$ cat src/rtl/cntr_mod_n.sv
// cntr_mod_n: modulo-N up/down counter with load, one-shot, compare match,
// sticky overflow and cascade tc. CNTR_PRESCALE_EN adds a ce prescaler.
module cntr_mod_n #(
  parameter int WIDTH     = 8,
  parameter int MODULUS   = 256,
  parameter int RESET_VAL = 0,
  parameter int PRESCALE  = 4
) (
  input  logic             clk,
  input  logic             rst,
  input  logic             ce,
  input  logic             dir,
  input  logic             load,
  input  logic [WIDTH-1:0] load_val,
  input  logic             oneshot,
  input  logic [WIDTH-1:0] cmp_val,
  input  logic             clr_ovf,
  output logic [WIDTH-1:0] out,
  output logic             tc,
  output logic             cmp_match,
  output logic             ovf,
  output logic             running
);

  localparam logic [WIDTH-1:0] MAX  = WIDTH'(MODULUS - 1);
  localparam logic [WIDTH-1:0] RSTV = WIDTH'(RESET_VAL);

  if (MODULUS < 2 || RESET_VAL >= MODULUS ||
      PRESCALE < 1 || PRESCALE > 256) begin : g_bad_param
    $error("cntr_mod_n: illegal parameter set");
  end

  logic             run;
  logic             step;
  logic             at_term;
  logic [WIDTH-1:0] term;
  logic [WIDTH-1:0] ld_sat;
  logic [WIDTH-1:0] out_nxt;

  // a load cycle never counts, so ce is qualified by ~load
  assign run     = ce & running & ~load;
  assign term    = dir ? MAX : '0;
  assign at_term = (out == term);
  assign tc      = step & at_term;

  // full binary range needs no clamp on the load value
  if (MODULUS >= (1 << WIDTH)) begin : g_full
    assign ld_sat = load_val;
  end else begin : g_part
    assign ld_sat = (load_val > MAX) ? MAX : load_val;
  end

`ifdef CNTR_PRESCALE_EN
  localparam int PW = (PRESCALE > 1) ? $clog2(PRESCALE) : 1;
  localparam logic [PW-1:0] PS_LAST = PW'(PRESCALE - 1);

  logic [PW-1:0] ps;
  logic          ps_term;

  assign ps_term = (ps == PS_LAST);
  assign step    = run & ps_term;

  // prescaler: count qualified ce cycles 0..PRESCALE-1
  always_ff @(posedge clk) begin
    if (rst || load) begin
      ps <= '0;
    end else if (run) begin
      ps <= ps_term ? '0 : ps + PW'(1);
    end
  end
`else
  assign step = run;
`endif

  // next count value: load beats step; terminal wraps or holds
  always_comb begin
    out_nxt = out;
    if (load) begin
      out_nxt = ld_sat;
    end else if (step) begin
      if (at_term) begin
        if (!oneshot) begin
          out_nxt = dir ? '0 : MAX;
        end
      end else begin
        out_nxt = dir ? out + WIDTH'(1) : out - WIDTH'(1);
      end
    end
  end

  // state update: count, compare, sticky overflow, armed flag
  always_ff @(posedge clk) begin
    if (rst) begin
      out       <= RSTV;
      cmp_match <= 1'b0;
      ovf       <= 1'b0;
      running   <= 1'b1;
    end else begin
      out       <= out_nxt;
      cmp_match <= (out_nxt == cmp_val);
      if (tc) begin
        ovf <= 1'b1;
      end else if (clr_ovf) begin
        ovf <= 1'b0;
      end
      if (load) begin
        running <= 1'b1;
      end else if (tc && oneshot) begin
        running <= 1'b0;
      end
    end
  end

endmodule

$ cat config.mk
export PLATFORM = sky130hd
export DESIGN_NAME = cntr_mod_n
export DESIGN_NICKNAME = d
export VERILOG_FILES = /design/src/rtl/cntr_mod_n.sv
export SDC_FILE = /design/constraint.sdc
export NUM_CORES = 1
export LEC_CHECK = 0
export CAP_MARGIN = 5
export CORE_AREA = 10 10 75 77
export DETAILED_ROUTE_END_ITERATION = 16
export DIE_AREA = 0 0 85 87
export PLACE_DENSITY_LB_ADDON = 0.3
export SLEW_MARGIN = 20
export SYNTH_ARGS = -nofsm -noshare
export SYNTH_HDL_FRONTEND = slang
export SYNTH_SLANG_ARGS = --single-unit
$ cat constraint.sdc
create_clock -name clk -period 7.7 [get_ports clk]
set_input_delay 1.54 -clock clk [delete_from_list [all_inputs] [get_ports clk]]
set_output_delay 1.54 -clock clk [all_outputs]
set_load 0.05 [all_outputs]
* Word level (Yosys, flattened, before mapping) *
Cells that the tools add are included.

operators by class
  add/sub/neg operators = 2
  equal/unequal tests = 2
  mux-type cells = 9
  bitwise operators = 4
  reductions and logical operators = 3

operators by type and width
  operator                                                             number
  8-bit two-way mux                                                    7
  8-bit == test                                                        2
  8-bit by 1-bit adder with 8-bit output (second input constant)       1
  8-bit by 1-bit subtractor with 8-bit output (second input constant)  1
  1-bit AND                                                            3
  1-bit two-way mux                                                    2
  2-bit nonzero test                                                   1
  2-bit OR reduction                                                   1
  1-bit logical AND                                                    1
  1-bit inverter                                                       1

word-level totals
  register bits = 11
  input bits = 23
  output and inout bits = 12
  logic and storage cells = 24

* Longest topological paths before layout *
Gate-level depths: netlist (run 1).

  depth in word-level cells = 6
  depth in mapped cells = 12

* Least setup slack after synthesis (run 1) *
OpenSTA, ideal clock, no wires.

  path type = input -> output
  start = input dir
  end = output tc
  arrival = 3,419 ps
  data required time = 6,160 ps
  slack = 2,741 ps
  stages on the path = 6
  buffers on the path = 1
  path through = buf_4 inv_1 ha_1 and4_1 o2111ai_1 nor2_1

between the ends
  longest elaborated chain between the ends = 3

ends and longest elaborated chain
  item                line  RTL
  start: declaration  12    input logic dir,
  8-bit two-way mux   42    assign term = dir ? MAX : '0;
  8-bit == test       43    assign at_term = (out == term);
  1-bit AND           44    assign tc = step & at_term;
  end: declaration    19    output logic tc,

No other way between the ends.

* Final worst setup path (run 1) *
Same ends and word-level chain as after synthesis.

==> results by group, run 1 <==
Final layout
  • Commonest non-fill, non-tap cells in the layout: clkdlybuf4s50_1 (34), a21oi_1 (24), nor2_1 (17), nand2_1 (15), dfxtp_1 (11)
  • Number of inserted diodes: 0
  • Non-filler instance count after layout: roughly 250
  • Leading cell type in the layout, fill and taps excluded: clkdlybuf4s50_1
  • Fill count: 443
  • Layout area overhead: 33.47%
  • NumNets Final: 228
  • Fraction of layout cells with a size suffix above 1: 3.553%

Synthesis
  • Top FF cell, synth: dfxtp_1
  • Cell Area, Synth: between 1000 and 1500 um2
  • Post-Syn Area per Cell: 7.187 um2
  • Post-synthesis net count: ~200
  • Flops & latches, synth: 11
  • Ys async rst share: 0%
  • Yosys warnings: 0
  • Yosys cell types: 50
  • Sequential-to-total area share from yosys stat: 18.24%
  • Post-Synthesis Cells: 168
  • Number of enable flip-flop cells after synthesis: 0

Hold path
  • Kind of path behind the tightest hold check: reg2reg
  • Min-Delay Path Depth: 2

Clocking
  • Clk Latency, worst-skew pair: around 0.24 ns
  • CTS tree: done
  • Hold buffer count at cts: 0
  • Setup bufs post-CTS: 0
  • Num CTS Buffers: 3
  • H-tree Lvls: 1
  • Longest Clk Path Bufs: 2
  • CTS Root Cell: clkbuf_8
  • Sink Count: 11
  • Cts repair resizes: 0
  • Clk slew on worst S/H paths: 0.05 ns

Drt
  • Antenna viol nets, final: 0
  • Routed vias/inst: 5.317
  • Via count: 1324
  • Drc violations: 0
  • Wire per inst: 15.29 um
  • Starting DRT DRC Count: 103
  • Final wirelength: between 3000 and 4000 um
  • Drt pass-1 iters: 4

Placement
  • Port Buf Inserts: 34
  • Gp weighted congestion: 0.9267
  • Place WS: 1.496 ns
  • Hpwl dp: around 3100 um
  • # placed instances: around 250

Setup path
  • Critical-path top delay cell: clkdlybuf4s50_1
  • Setup crit end kind: primary output
  • CP top delay family: buffers and inverters
  • CP max stage delay: around 0.85 ns
  • CP max FO: 11
  • Crit-path cells: clkdlybuf4s50_1 > inv_1 > ha_1 > and4_1 > o2111ai_1 > nor2_1 > clkdlybuf4s50_1
  • Worst path depth: 7
  • Register-to-Register Path Depth: 9
  • CP Launch Type: input pin
  • CP dominant cell by count: clkdlybuf4s50_1
  • WS Path Type: in2out
  • Required time worst endpoint: about 6.2 ns
  • WP data arrival: ~4.7 ns
  • CP Buf/Inv Count: 3

Global route
  • Vias in the first global route: 1283
  • First-pass GRT wire length: 6375 um
  • All-Layer GR Usage: between 10% and 20%
  • Initial antenna violation count: 0
  • Grt ovf: 0
  • Largest net degree at the start of global routing: 23

STA
  • Clk_skew: 0.002015 ns
  • Final hold vios: 0
  • Worst Max-Slew Pin Slew: roughly 0.74 ns
  • Final setup viols: 0
  • Tmin final: 6.251 ns
  • Worst setup margin: 1.449 ns
  • Setup TNS: 0 ns
  • RSZ-0062 raised after global routing: no
  • Tcrit/Tclk final: 81.19%
  • FMAX: 0.1600 GHz
  • Slew HR: 50.41%
  • Total count of max-transition violations in the final report: 0

Floorplanning
  • Die footprint: 7395 um2
  • Die X: 85 um
  • Site Rows: 24
  • # IOs: 35
  • Core ar.: 4234 um2
  • Initial Util: 28.52%
  • Die Y: 87 um

Run status
  • Outcome: complete, no violations

Flow run
  • Max cap viols: 0

Pwr
  • Pwr/cell area: 142.1 nW/um2
  • Leakage: roughly 0.6 nW
  • Worst VDD drop: 0.00008616 V
path summary, 6_finish.rpt:
kind	slack, ns	end	from
setup / recovery	1.45	tc	dir
hold / removal	0.51	ovf$_SDFFE_PP0P_	ovf$_SDFFE_PP0P_
setup reg to reg	4.78	cmp_match$_SDFF_PP0_	out[6]$_SDFF_PP0_
hold reg to reg	0.51	ovf$_SDFFE_PP0P_	ovf$_SDFFE_PP0P_
worst min-delay path, cell delays in order, from the launching register on:
cell and delay [ns]:
dfxtp_1 0.33, a21oi_1 0.07, nor2_1 0.08
flip-flops by register name, indices dropped and copies added, names as in the netlist:
name       cells
cmp_match      1
out            8
ovf            1
running        1
layer usage:
| metal | share of wire, % | track usage (%) | wire [um] |
|---|---|---|---|
| met1 | 48 | 13.32 | 1812 |
| met2 | 43 | 16.08 | 1632 |
| met3 | 9.5 | 4.401 | 363 |
| met4 | 0 | 0.8982 | 0 |
| met5 | 0 | 0 | 0 |
power by group:
group / switching (mW) / total [mW] / internal, mW
clock network: 0.0231 / 0.0596 / 0.0365
logic: 0.0584 / 0.103 / 0.0443
registers: 0.00602 / 0.0667 / 0.0607
synthesized netlist by cell type, types with 2 or more instances:
master,count,area share [%]
nand2_1,15,4.7
nand2b_1,4,2.1
nor3_1,6,2.5
inv_1,7,2.2
ha_1,6,6.2
and2_1,2,1.0
nor2_1,17,5.3
or3_1,2,1.0
mux2i_1,4,3.3
a21oi_1,24,9.9
a2111oi_0,2,1.5
nor4_1,2,1.0
a31oi_1,2,1.0
nand3_1,3,1.2
o21ai_1,2,0.83
o21ai_0,7,2.9
dfxtp_1,11,18
xor2_1,4,2.9
a22oi_1,3,1.9
o211ai_1,2,1.2
buf_4,3,1.9
nor2b_1,3,1.6
clkbuf_1,5,1.6
xnor2_1,5,3.6
a21o_1,2,1.2
stage by stage:
stage	hold slack [ns]	power (mW)	cell area, um2	utilization, %
after floorplan	0.7325	0.1367	1207	-
after global placement	0.4949	0.1699	1567	37.00
after detailed placement	0.5062	0.1700	1567	37.00
after CTS	0.5171	0.2305	1612	38.06
after global routing	0.5761	0.2447	1612	38.06
final	0.5096	0.2290	1612	38.06
area by class of cell:
class / instances / area [um2] / share of cell area (%)
multi-input cells: 141 / 914.6 / 56.75
repair buffers: 34 / 340.3 / 21.12
flip-flops and latches: 11 / 220.2 / 13.66
well taps: 52 / 65.06 / 4.037
clock buffers: 4 / 45.04 / 2.795
inverters: 7 / 26.28 / 1.630
logic make-up after synthesis:
group | Yosys count | share of synthesized area, %
flops | 11 | 18.24
buf+inv | 16 | 6.010
simple gates | 62 | 25.80
compound gates | 58 | 31.30
fa+ha+maj | 7 | 7.876
mux | 5 | 4.249
xor+xnor | 9 | 6.528
(Power assumes the default switching activity.)
==> run 2, diff against run 1 <==
==> constraint.sdc (replaced) <==
create_clock -name clk -period 5.1 [get_ports clk]
set_input_delay 1.02 -clock clk [delete_from_list [all_inputs] [get_ports clk]]
set_output_delay 1.02 -clock clk [all_outputs]
set_load 0.05 [all_outputs]
==> results by group, run 2 (same netlist as run 1, synthesis figures left out) <==
Run status
  • Outcome: complete, no violations (unchanged)

Clocking
  • Longest Clk Path Bufs: 2 (unchanged)
  • Cts repair resizes: 0 (unchanged)
  • CTS tree: done (unchanged)
  • Clk slew on worst S/H paths: 0.05 ns (about the same)
  • CTS Root Cell: clkbuf_8 (unchanged)
  • Hold buffer count at cts: 0 (unchanged)
  • Setup bufs post-CTS: 0 (unchanged)
  • Clk Latency, worst-skew pair: 0.24 ns (about the same)
  • Num CTS Buffers: 3 (unchanged)
  • Sink Count: 11 (unchanged)
  • H-tree Lvls: 1 (unchanged)

Drt
  • Routed vias/inst: 5.306 (was 5.317)
  • Max Used Layer: met4 (was met3)
  • Drt pass-1 iters: 4 (unchanged)
  • Final wirelength: 3836 um (was 3808 um)
  • Wire per inst: 15.22 um (was 15.29 um)
  • Post-route met1 wirelength: 1866 um (was 1812 um)
  • Drc violations: 0 (unchanged)
  • Antenna viol nets, final: 0 (unchanged)
  • Met3 routed WL: 273 um (was 363 um)
  • Starting DRT DRC Count: 67 (was 103)
  • WL met2: 1671 um (was 1632 um)
  • Via count: 1337 (was 1324)

STA
  • Worst Max-Slew Pin Slew: 0.6107 ns (was 0.7431 ns)
  • Slew HR: 59.25% (was 50.41%)
  • Tmin final: 4.340 ns
  • Clk_skew: 0.002338 ns (was 0.002015 ns)
  • Worst setup margin: 0.7599 ns (was 1.449 ns)
  • Setup TNS: 0 ns (unchanged)
  • Total count of max-transition violations in the final report: 0 (unchanged)
  • Tcrit/Tclk final: between 80% and 90%
  • RSZ-0062 raised after global routing: no (unchanged)
  • Final hold vios: 0 (unchanged)
  • Final setup viols: 0 (unchanged)
  • FMAX: 0.2304 GHz

Floorplanning
  • Site Rows: 24 (unchanged)
  • Die Y: 87 um (unchanged)
  • Initial Util: 28.52% (unchanged)
  • Core ar.: 4234 um2 (unchanged)
  • Die X: 85 um (unchanged)
  • # IOs: 35 (unchanged)
  • Die footprint: 7395 um2 (unchanged)

Setup path
  • Setup crit end kind: primary output (unchanged)
  • CP max FO: 11 (unchanged)
  • CP top delay family: buffers and inverters (unchanged)
  • WS Path Type: in2out (unchanged)
  • Critical-path top delay cell: clkdlybuf4s50_1 (unchanged)
  • CP max stage delay: 0.46 ns (was 0.85 ns)
  • Crit-path cells: clkdlybuf4s50_1 > buf_4 > inv_1 > ha_1 > and4_1 > o2111ai_1 > nor2_1 > buf_12 (was clkdlybuf4s50_1 > inv_1 > ha_1 > and4_1 > o2111ai_1 > nor2_1 > clkdlybuf4s50_1)
  • CP Buf/Inv Count: 4 (was 3)
  • R2R setup slack: 2.21 ns (was 4.78 ns)
  • Required time worst endpoint: 4.08 ns (was 6.16 ns)
  • CP Launch Type: input pin (unchanged)
  • WP data arrival: 3.32 ns (was 4.71 ns)

Global route
  • Vias in the first global route: 1364 (was 1283)
  • Largest net degree at the start of global routing: 23 (unchanged)
  • Grt ovf: 0 (unchanged)
  • Initial antenna violation count: 0 (unchanged)
  • First-pass GRT wire length: 6596 um (was 6375 um)
  • All-Layer GR Usage: 10.62% (was 10.32%)

Final layout
  • Layout area overhead: 36.17% (was 33.47%)
  • Fraction of layout cells with a size suffix above 1: 5.500% (was 3.553%)
  • Max reg flops: 8 (unchanged)
  • Leading cell type in the layout, fill and taps excluded: clkdlybuf4s50_1 (unchanged)
  • NumNets Final: 231 (was 228)
  • Reg with most FFs: out (unchanged)
  • Fill count: 451 (was 443)
  • Final design utilization: 38.83% (was 38.06%)
  • Number of inserted diodes: 0 (unchanged)
  • Commonest non-fill, non-tap cells in the layout: clkdlybuf4s50_1 (33), a21oi_1 (24), nor2_1 (17), nand2_1 (15), dfxtp_1 (11) (was clkdlybuf4s50_1 (34), a21oi_1 (24), nor2_1 (17), nand2_1 (15), dfxtp_1 (11))

Pwr
  • Pwr/cell area: 211.6 nW/um2 (was 142.1 nW/um2)
  • Worst VDD drop: 0.00007967 V (was 0.00008616 V)
  • Total chip power: 0.3479 mW (was 0.2290 mW)
  • Leakage: 0.6093 nW (was 0.5908 nW)

Hold path
  • Kind of path behind the tightest hold check: reg2reg (unchanged)

Placement
  • Port Buf Inserts: 34 (unchanged)
  • Gp weighted congestion: 0.9155 (was 0.9267)
  • Place WS: 0.7872 ns (was 1.496 ns)
  • Hpwl dp: 3051 um (was 3083 um)

Flow run
  • Max cap viols: 0 (unchanged)
[run 2: cell types whose count changed in the layout (fill, tap and decap cells not counted), sizes merged]
cell | previous run | this run
buf | 0 | 4
clkdlybuf4s50 | 34 | 33
[run 2: path summary, 6_finish.rpt]
kind                     start                    to  cells past startpoint
max                        dir                    tc                      8
min           ovf$_SDFFE_PP0P_      ovf$_SDFFE_PP0P_                      2
max reg2reg  out[3]$_SDFF_PP0_  cmp_match$_SDFF_PP0_                      9
min reg2reg   ovf$_SDFFE_PP0P_      ovf$_SDFFE_PP0P_                      2
[run 2: layout make-up]
cell class | instances | area, um2 | area share, %
repair buffers | 37 | 372.9 | 22.68
inverters | 7 | 26.28 | 1.598
clock buffers | 4 | 45.04 | 2.740
multi-input cells | 141 | 914.6 | 55.63
well taps | 52 | 65.06 | 3.957
flip-flops and latches | 11 | 220.2 | 13.39
[run 2: metrics by stage]
step           area, um2  hold WS [ns]  cells
4_1_cts             1644        0.5178    252
6_report            1644        0.5186    252
3_3_place_gp        1599        0.4960    248
2_1_floorplan       1207        0.7325    168
5_1_grt             1644        0.5739    252
3_5_place_dp        1599        0.4873    248
[run 2: worst reg2reg max path, stage by stage, from the launching register on]
cell and delay, ns:
dfxtp_1 0.34, ha_1 0.39, and4_1 0.24, o2111a_1 0.42, mux2i_1 0.15, a221oi_2 0.31, xor2_1 0.23, nand3_1 0.08
or4_1 0.44, nor4_2 0.20
[run 2: power by group]
part	switching (mW)	internal, mW	leakage (nW)
sequential	0.00943	0.0916	0.0906
clock	0.0353	0.0551	0.0228
combinational	0.0883	0.0682	0.496
total	0.133	0.215	0.609
[run 2: layer usage]
layer,vias up,track usage (%)
li1,682,-
met1,610,13.68
met2,41,16.62
met4,0,1.796
met3,4,3.933
met5,-,0
==> run 3, diff against run 2 <==
--- a/config.mk
+++ b/config.mk
@@ -6,9 +6,9 @@
 export NUM_CORES = 1
 export LEC_CHECK = 0
 export CAP_MARGIN = 5
-export CORE_AREA = 10 10 75 77
+export CORE_AREA = 10 10 72 80
 export DETAILED_ROUTE_END_ITERATION = 16
-export DIE_AREA = 0 0 85 87
+export DIE_AREA = 0 0 82 90
 export PLACE_DENSITY_LB_ADDON = 0.3
 export SLEW_MARGIN = 20
 export SYNTH_ARGS = -nofsm -noshare
==> results by group, run 3 (same netlist as run 1, synthesis figures left out) <==
Drt
  • Routed vias/inst: 5.372 (was 5.306)
  • Starting DRT DRC Count: 59 (was 67)
  • Antenna viol nets, final: 0 (unchanged)
  • Drc violations: 0 (unchanged)
  • Final wirelength: 3898 um (was 3836 um)
  • Via count: 1359 (was 1337)
  • Wire per inst: 15.41 um (was 15.22 um)
  • Drt pass-1 iters: 4 (unchanged)

Setup path
  • Setup crit end kind: primary output (unchanged)
  • CP Launch Type: input pin (unchanged)
  • WP data arrival: 3.31 ns (was 3.32 ns)
  • Required time worst endpoint: 4.08 ns (about the same)
  • WS Path Type: in2out (unchanged)
  • CP max FO: 9 (was 11)

Hold path
  • Kind of path behind the tightest hold check: reg2reg (unchanged)

Clocking
  • Longest Clk Path Bufs: 2 (unchanged)
  • Setup bufs post-CTS: 0 (unchanged)
  • CTS tree: done (unchanged)
  • Hold buffer count at cts: 0 (unchanged)
  • Cts repair resizes: 0 (unchanged)
  • Clk slew on worst S/H paths: 0.05 ns (about the same)
  • Sink Count: 11 (unchanged)
  • H-tree Lvls: 1 (unchanged)
  • Num CTS Buffers: 3 (unchanged)
  • Clk Latency, worst-skew pair: 0.24 ns (about the same)
  • CTS Root Cell: clkbuf_8 (unchanged)

STA
  • RSZ-0062 raised after global routing: no (unchanged)
  • Clk_skew: 0.005005 ns (was 0.002338 ns)
  • Final setup viols: 0 (unchanged)
  • FMAX: 0.2309 GHz (was 0.2304 GHz)
  • Setup TNS: 0 ns (unchanged)
  • Worst Max-Slew Pin Slew: 0.8176 ns (was 0.6107 ns)
  • Final hold vios: 0 (unchanged)
  • Total count of max-transition violations in the final report: 0 (unchanged)
  • Tmin final: 4.331 ns (was 4.340 ns)
  • Slew HR: 45.44% (was 59.25%)
  • Tcrit/Tclk final: 84.92% (was 85.10%)

Global route
  • Largest net degree at the start of global routing: 17 (was 23)
  • Vias in the first global route: 1334 (was 1364)
  • All-Layer GR Usage: 10.58% (was 10.62%)
  • Initial antenna violation count: 0 (unchanged)
  • Grt ovf: 0 (unchanged)
  • First-pass GRT wire length: 6499 um (was 6596 um)

Final layout
  • Leading cell type in the layout, fill and taps excluded: clkdlybuf4s50_1 (unchanged)
  • Fraction of layout cells with a size suffix above 1: 5.025% (was 5.500%)
  • Max reg flops: 8 (unchanged)
  • Layout area overhead: 35.75% (was 36.17%)
  • Number of inserted diodes: 0 (unchanged)
  • Reg with most FFs: out (unchanged)
  • NumNets Final: 230 (was 231)
  • Final instance area: 1639 um2 (was 1644 um2)
  • Commonest non-fill, non-tap cells in the layout: clkdlybuf4s50_1 (33), a21oi_1 (24), nor2_1 (17), nand2_1 (15), dfxtp_1 (11) (unchanged)
  • Fill count: 464 (was 451)

Pwr
  • Leakage: 0.6052 nW (was 0.6093 nW)
  • Worst VDD drop: 0.0001306 V (was 0.00007967 V)
  • Pwr/cell area: 213.2 nW/um2 (was 211.6 nW/um2)

Floorplanning
  • Die footprint: 7380 um2 (was 7395 um2)
  • # IOs: 35 (unchanged)
  • Die X: 82 um (was 85 um)
  • Die Y: 90 um (was 87 um)
  • Initial Util: 28.81% (was 28.52%)
  • Core ar.: 4192 um2 (was 4234 um2)
  • Site Rows: 25 (was 24)

Placement
  • Gp weighted congestion: 0.8683 (was 0.9155)
  • Post-Place Cell Area: 1594 um2 (was 1599 um2)
  • Port Buf Inserts: 34 (unchanged)
  • Hpwl dp: 3099 um (was 3051 um)

Flow run
  • Max cap viols: 0 (unchanged)

Run status
  • Outcome: complete, no violations (unchanged)
==> run 3: cell count changes in the layout (fill, tap and decap cells not counted) <==
cell / change
buf_4: -1
==> run 3: worst paths after layout <==
check,slack (ns),endpoint,from,depth (start not counted)
worst min-delay path,0.50,ovf$_SDFFE_PP0P_,ovf$_SDFFE_PP0P_,2
worst min register to register,0.50,ovf$_SDFFE_PP0P_,ovf$_SDFFE_PP0P_,2
worst max register to register,2.14,cmp_match$_SDFF_PP0_,out[3]$_SDFF_PP0_,9
worst max-delay path,0.77,tc,dir,7
==> run 3: area by class of cell <==
type / instances / area (um2) / area share [%]
Timing Repair Buffer: 36 / 365.4 / 22.29
Sequential cell: 11 / 220.2 / 13.44
Inverter: 7 / 26.28 / 1.603
Tap cell: 54 / 67.56 / 4.122
Clock buffer: 4 / 45.04 / 2.748
Multi-Input combinational cell: 141 / 914.6 / 55.80
==> run 3: routing by layer <==
| metal | global-route usage, % | share of wire [%] | up-vias |
|---|---|---|---|
| met5 | 0 | 0 | - |
| met4 | 2.699 | 0.97 | 0 |
| met2 | 16.88 | 49 | 23 |
| li1 | - | - | 682 |
| met3 | 2.490 | 3.7 | 4 |
| met1 | 13.66 | 46 | 650 |
==> run 3: report_power, final <==
part | total [mW] | switching, mW | leakage (nW) | internal [mW]
sequential | 0.100 | 0.00888 | 0.0906 | 0.0916
combinational | 0.157 | 0.0890 | 0.492 | 0.0684
clock | 0.0915 | 0.0364 | 0.0228 | 0.0551
==> run 3: stage by stage <==
step	power [mW]	utilization, %	setup WS (ns)	std cells	hold slack (ns)
after detailed placement	0.2586	38.03	0.7781	249	0.4895
after floorplan	0.2065	-	1.181	168	0.7325
after global placement	0.2592	38.03	0.8412	249	0.4842
final	0.3494	39.10	0.7689	253	0.4979
after global routing	0.3730	39.10	0.6390	253	0.5567
after CTS	0.3512	39.10	0.7644	253	0.5063
==> run 3: worst max-delay path: stages <==
cell             delay, ns
clkdlybuf4s50_1       0.48
inv_1                 0.14
ha_1                  0.43
and4_1                0.24
o2111ai_1             0.40
nor2_1                0.42
buf_12                0.19
